<file path="src/rtl/tusca_pkg.sv">
// rtl/tusca_pkg.sv - shared TUSCA state codes and DHT11 timing defaults
package tusca_pkg;

  typedef enum logic [3:0] {
    OCIOSO       = 4'd0,
    INICIO_BAIXO = 4'd1,
    LIBERA       = 4'd2,
    RESP_BAIXO   = 4'd3,
    RESP_ALTO    = 4'd4,
    BIT_BAIXO    = 4'd5,
    BIT_ALTO     = 4'd6,
    VERIFICA     = 4'd7,
    PRONTO       = 4'd8,
    FALHA        = 4'd9
  } estado_t;

  localparam int DHT_START_LOW_US  = 18000;
  localparam int DHT_TIMEOUT_US    = 200;
  localparam int DHT_BIT_LIMIAR_US = 50;

  function automatic logic checksum_ok(input logic [39:0] frame);
    logic [7:0] soma;
    soma = frame[39:32] + frame[31:24] + frame[23:16] + frame[15:8];
    return soma == frame[7:0];
  endfunction

endpackage

</file>
<file path="src/rtl/tick_us.sv">
// rtl/tick_us.sv - microsecond prescaler, restartable so each state's
// microsecond count is phase-aligned to the state entry
module tick_us #(
  parameter int CLKS_PER_US = 50
) (
  input  logic clock,
  input  logic reset,
  input  logic clr,
  output logic tick
);

  localparam int W = (CLKS_PER_US > 1) ? $clog2(CLKS_PER_US) : 1;
  localparam logic [W-1:0] LAST = W'(CLKS_PER_US - 1);

  logic [W-1:0] cnt_q, cnt_d;

  always_comb begin
    tick = (cnt_q == LAST);
    if (clr || tick) cnt_d = '0;
    else             cnt_d = cnt_q + W'(1);
  end

  always_ff @(posedge clock or posedge reset) begin
    if (reset) cnt_q <= '0;
    else       cnt_q <= cnt_d;
  end

endmodule

</file>
<file path="src/rtl/dht11_interface.sv">
// rtl/dht11_interface.sv - DHT11 single-wire reader: start pulse, 40-bit
// capture, checksum check, one-cycle pronto/erro result pulses
module dht11_interface
  import tusca_pkg::*;
#(
  parameter int CLKS_PER_US   = 50,
  parameter int START_LOW_US  = DHT_START_LOW_US,
  parameter int TIMEOUT_US    = DHT_TIMEOUT_US,
  parameter int BIT_LIMIAR_US = DHT_BIT_LIMIAR_US
) (
  input  logic       clock,
  input  logic       reset,
  input  logic       medir,
  input  logic       dht_in,
  output logic       dht_puxa_baixo,
  output logic [7:0] umidade_int,
  output logic [7:0] umidade_dec,
  output logic [7:0] temperatura_int,
  output logic [7:0] temperatura_dec,
  output logic       pronto,
  output logic       erro,
  output logic       ocupado,
  output logic [3:0] db_estado
);

  localparam logic [15:0] START_LAST = 16'(START_LOW_US - 1);
  localparam logic [15:0] TIMEOUT    = 16'(TIMEOUT_US);
  localparam logic [15:0] LIMIAR     = 16'(BIT_LIMIAR_US);

  estado_t     state_q, state_d;
  logic        sync1_q, sync2_q, prev_q;
  logic [15:0] us_cnt_q, us_cnt_d;
  logic [5:0]  bit_idx_q, bit_idx_d;
  logic [39:0] shift_q, shift_d;
  logic [31:0] dados_q, dados_d;
  logic        puxa_q, pronto_q, erro_q, ocupado_q;
  logic        tick, entering, fall, rise;

  tick_us #(.CLKS_PER_US(CLKS_PER_US)) u_tick (
    .clock (clock),
    .reset (reset),
    .clr   (entering),
    .tick  (tick)
  );

  assign fall = prev_q & ~sync2_q;
  assign rise = ~prev_q & sync2_q;

  always_comb begin
    state_d   = state_q;
    bit_idx_d = bit_idx_q;
    shift_d   = shift_q;
    case (state_q)
      OCIOSO:       if (medir) state_d = INICIO_BAIXO;
      INICIO_BAIXO: if (tick && us_cnt_q == START_LAST) state_d = LIBERA;
      LIBERA:       if (fall) state_d = RESP_BAIXO;
      RESP_BAIXO:   if (rise) state_d = RESP_ALTO;
      RESP_ALTO: begin
        if (fall) begin
          state_d   = BIT_BAIXO;
          bit_idx_d = '0;
        end
      end
      BIT_BAIXO:    if (rise) state_d = BIT_ALTO;
      BIT_ALTO: begin
        if (fall) begin
          shift_d   = {shift_q[38:0], (us_cnt_q > LIMIAR)};
          bit_idx_d = bit_idx_q + 6'd1;
          state_d   = (bit_idx_q == 6'd39) ? VERIFICA : BIT_BAIXO;
        end
      end
      VERIFICA:     state_d = checksum_ok(shift_q) ? PRONTO : FALHA;
      PRONTO:       state_d = OCIOSO;
      FALHA:        state_d = OCIOSO;
      default:      state_d = OCIOSO;
    endcase
    // Any sensor-driven phase that overstays aborts the read.
    if ((state_q inside {LIBERA, RESP_BAIXO, RESP_ALTO, BIT_BAIXO, BIT_ALTO}) &&
        us_cnt_q > TIMEOUT)
      state_d = FALHA;

    entering = (state_d != state_q);
    if (entering)                           us_cnt_d = '0;
    else if (tick && us_cnt_q != 16'hFFFF)  us_cnt_d = us_cnt_q + 16'd1;
    else                                    us_cnt_d = us_cnt_q;

    dados_d = (state_d == PRONTO) ? shift_q[39:8] : dados_q;
  end

  always_ff @(posedge clock or posedge reset) begin
    if (reset) begin
      state_q   <= OCIOSO;
      sync1_q   <= 1'b1;
      sync2_q   <= 1'b1;
      prev_q    <= 1'b1;
      us_cnt_q  <= '0;
      bit_idx_q <= '0;
      shift_q   <= '0;
      dados_q   <= '0;
      puxa_q    <= 1'b0;
      pronto_q  <= 1'b0;
      erro_q    <= 1'b0;
      ocupado_q <= 1'b0;
    end else begin
      state_q   <= state_d;
      sync1_q   <= dht_in;
      sync2_q   <= sync1_q;
      prev_q    <= sync2_q;
      us_cnt_q  <= us_cnt_d;
      bit_idx_q <= bit_idx_d;
      shift_q   <= shift_d;
      dados_q   <= dados_d;
      puxa_q    <= (state_d == INICIO_BAIXO);
      pronto_q  <= (state_d == PRONTO);
      erro_q    <= (state_d == FALHA);
      ocupado_q <= (state_d != OCIOSO);
    end
  end

  assign dht_puxa_baixo  = puxa_q;
  assign pronto          = pronto_q;
  assign erro            = erro_q;
  assign ocupado         = ocupado_q;
  assign db_estado       = state_q;
  assign umidade_int     = dados_q[31:24];
  assign umidade_dec     = dados_q[23:16];
  assign temperatura_int = dados_q[15:8];
  assign temperatura_dec = dados_q[7:0];

endmodule
</file>
<file path="config.mk">
export PLATFORM = sky130hd
export DESIGN_NAME = dht11_interface
export DESIGN_NICKNAME = d
export VERILOG_FILES = /design/src/rtl/tusca_pkg.sv /design/src/rtl/tick_us.sv /design/src/rtl/dht11_interface.sv
export SDC_FILE = /design/constraint.sdc
export NUM_CORES = 1
export LEC_CHECK = 0
export BUFFER_PORTS_ARGS = -buffer_cell sky130_fd_sc_hd__buf_2
export CORE_AREA = 3 3 105 107
export DETAILED_ROUTE_END_ITERATION = 10
export DIE_AREA = 0 0 108 110
export GPL_ROUTABILITY_DRIVEN = 0
export PLACE_DENSITY = 0.78
export RECOVER_POWER = 100
export SLEW_MARGIN = 10
export SYNTH_ARGS = -nofsm -noshare
export SYNTH_HDL_FRONTEND = slang
export SYNTH_HIERARCHICAL = 1
export SYNTH_SLANG_ARGS = --single-unit
</file>
<file path="constraint.sdc">
create_clock -name clock -period 4.25 [get_ports clock]
set_clock_uncertainty 0.1 [all_clocks]
set_input_delay 0.6375 -clock clock [delete_from_list [all_inputs] [get_ports clock]]
set_output_delay 0.6375 -clock clock [all_outputs]
set_load 0.03 [all_outputs]
</file>
==> flow_summary.json <==
{
  "status": "finished with violations",
  "violations": "max-capacitance violations, max-slew violations",
  "netlist_instances": 505,
  "first_global_vias": 3620,
  "yosys-top-cells-area": "dfrtp_1 (50%), nand2_1 (7.9%), mux2_2 (6.7%)",
  "ctsHoldBuffers": 0,
  "synth_top_cell_area_share_pct": 49.9,
  "syn_to_final_growth_pct": 10.2,
  "vias_per_cell": 5.42,
  "ys.warnings.count": 6,
  "synth_cell_type_count": 56,
  "ys_ff_latch": 111,
  "clkTransAtPathRegs_ns": 0.11,
  "portBuffers": 43,
  "min_path_type": "input port to async pin",
  "first_pass_iters": 5,
  "grt_max_degree": 85,
  "cts_tree": "yes",
  "total_leakage_power_nw": 2.89,
  "fmax_mhz": 241,
  "fin_nets": 581,
  "numCtsBuffers": 9,
  "mostFrequentLayoutCells": "nand2_1 (114), dfrtp_1 (108), clkbuf_1 (44), mux2_2 (32), nor2_1 (25)",
  "synth_nets": 535,
  "startpoint_type": "register",
  "cts.sinks": 111,
  "dpl_worst_slack_ns": 0.0933,
  "finalSetupViolations": 0,
  "yosys.area.top_type": "dfrtp_1",
  "cts-root-buf": "clkbuf_8",
  "min_period_over_period_pct": 97.5,
  "final_common_cell": "nand2_1",
  "vias": 3748,
  "wl_per_cell_um": 15.2,
  "worstPathRequired_ns": 4.40,
  "clock_path_buffers": 2,
  "die_y_um": 110,
  "period_needed_ns": 4.14,
  "cap_viol_max_count": 3,
  "hold_violations": 0,
  "syn_avg_cell_area_um2": 10.7,
  "dp_hpwl_um": 7130,
  "setup_ws_ns": 0.105,
  "drc": 0,
  "ant_nets": 0,
  "hold_ws_ns": 0.0659,
  "worstSetupPathType": "register to register",
  "track_usage_pct": 18.0,
  "endpoint_kind": "register",
  "clk_latency_ns": 0.38,
  "ys_seq_area_share_pct": 51.3,
  "final-max-slew-violation-count": 170,
  "rows": 37,
  "io_pins": 44,
  "die_w_um": 108,
  "power_density_nw_per_um2": 287,
  "cp_max_fo": 9,
  "peakVddDrop_mv": 0.173,
  "drive_above_1_share_pct": 14.7,
  "die-area_um2": 11900,
  "grt_pass1_wl_um": 17100,
  "cp.arrival_ns": 4.30,
  "synth_edf_count": 0,
  "antenna_found_initial": 0,
  "initial_core_util_pct": 53.0,
  "dr.first_iter.drc_count": 207,
  "synthArstFlopShare_pct": 100,
  "h-tree-depth": 3,
  "power_mw": 1.71,
  "syn_area_um2": 5420,
  "diodes": 0,
  "ys.flop_type": "dfrtp_1",
  "routed_wl_um": 10500,
  "grt.overflow.total": 0,
  "core_area_um2": 10200,
  "worst_pin_slew_ns": 3.05,
  "slew_headroom_pct": -103
}
## layer usage
layer | routed length (um) | vias up | GRT usage (%) | share of wire (%)
li1 | - | 1775 | - | -
met1 | 4940 | 1898 | 24.9 | 47
met2 | 5140 | 67 | 29.8 | 49
met3 | 321 | 8 | 3.03 | 3.1
met4 | 101 | 0 | 4.78 | 0.96
met5 | 0 | - | 0 | 0
## worst max-delay path, cell delays in order (launching register included)
cell,delay [ns]
dfrtp_1,0.44
fa_1,0.54
inv_1,0.05
fa_1,0.51
inv_1,0.05
ha_1,0.22
fa_2,0.54
xor2_1,0.09
a2111oi_2,0.25
o2111ai_2,0.25
nor4_4,0.32
buf_4,0.18
buf_6,0.14
mux2_2,0.34
## synthesized netlist by cell type (all sizes together), types with 3 or more instances
cell	n
nand2	114
dfrtp	108
nor2	35
mux2	32
o21ai	24
inv	23
xor2	18
xnor2	15
fa	14
a21oi	13
ha	12
clkbuf	10
nand3	9
buf	7
nand4	7
nor3	7
and3	5
or3	4
a31oi	3
and4	3
dfstp	3
o21ba	3
o21bai	3
or2	3
## final timing paths
path	start	endpoint	slack, ns	cells after the start
min in group clock	dht_in	sync1_q	0.26	1
setup reg to reg	shift_q[9]	dados_q[31]	0.11	13
setup / recovery	shift_q[9]	dados_q[31]	0.11	13
max in group asynchronous	reset	sync1_q	0.99	3
hold reg to reg	sync1_q	sync2_q	0.27	0
hold / removal	reset	u_tick/cnt_q[0]	0.07	2
## through the flow
step / area [um2] / utilization, % / instances / setup TNS, ns
detailed placement: 5770 / 56.4 / 673 / 0
finish: 5970 / 58.3 / 692 / 0
global placement: 5770 / 56.4 / 673 / 0
CTS: 5970 / 58.4 / 689 / 0
global route: 5970 / 58.3 / 692 / -1.03
floorplan: 5420 / - / 505 / 0
## final cells by class
| class | count | area [um2] |
|---|---|---|
| inverters | 23 | 86.3 |
| clock buffers | 10 | 138 |
| flip-flops and latches | 111 | 2780 |
| clock inverters | 6 | 62.6 |
| repair buffers | 52 | 251 |
| fillers | 837 | 4260 |
| multi-input cells | 354 | 2480 |
| well taps | 136 | 170 |
## timing repair
| action | 4_1_cts | 5_1_grt |
|---|---|---|
| buffers inserted | 0 | 2 |
| gates resized for setup | 0 | 7 |
| setup endpoints to repair | 0 | 32 |
## sequential cells by signal, indices dropped and copies added, names as in the netlist
name / count
shift_q: 40
dados_q: 32
us_cnt_q: 16
bit_idx_q: 6
u_tick/cnt_q: 6
db_estado: 4
dht_puxa_baixo: 1
erro: 1
ocupado: 1
prev_q: 1
pronto: 1
sync1_q: 1
sync2_q: 1
## where the power goes
group	switching, mW	internal, mW
Clock	0.384	0.245
Sequential	0.000881	1.06
Combinational	0.0219	0.00252
Total	0.406	1.31
## logic make-up after synthesis
| logic type | after synthesis | synth area share [%] |
|---|---|---|
| AOI/OAI and AO/OA | 62 | 7.46 |
| xor gates and xnor gates | 33 | 5.33 |
| adders and majority gates | 26 | 7.94 |
| buffers and inverters | 40 | 3.44 |
| DFF | 111 | 51.3 |
| muxes | 32 | 6.65 |
| and+or+nand+nor | 201 | 17.8 |
Power figures use the tool's default switching activity.
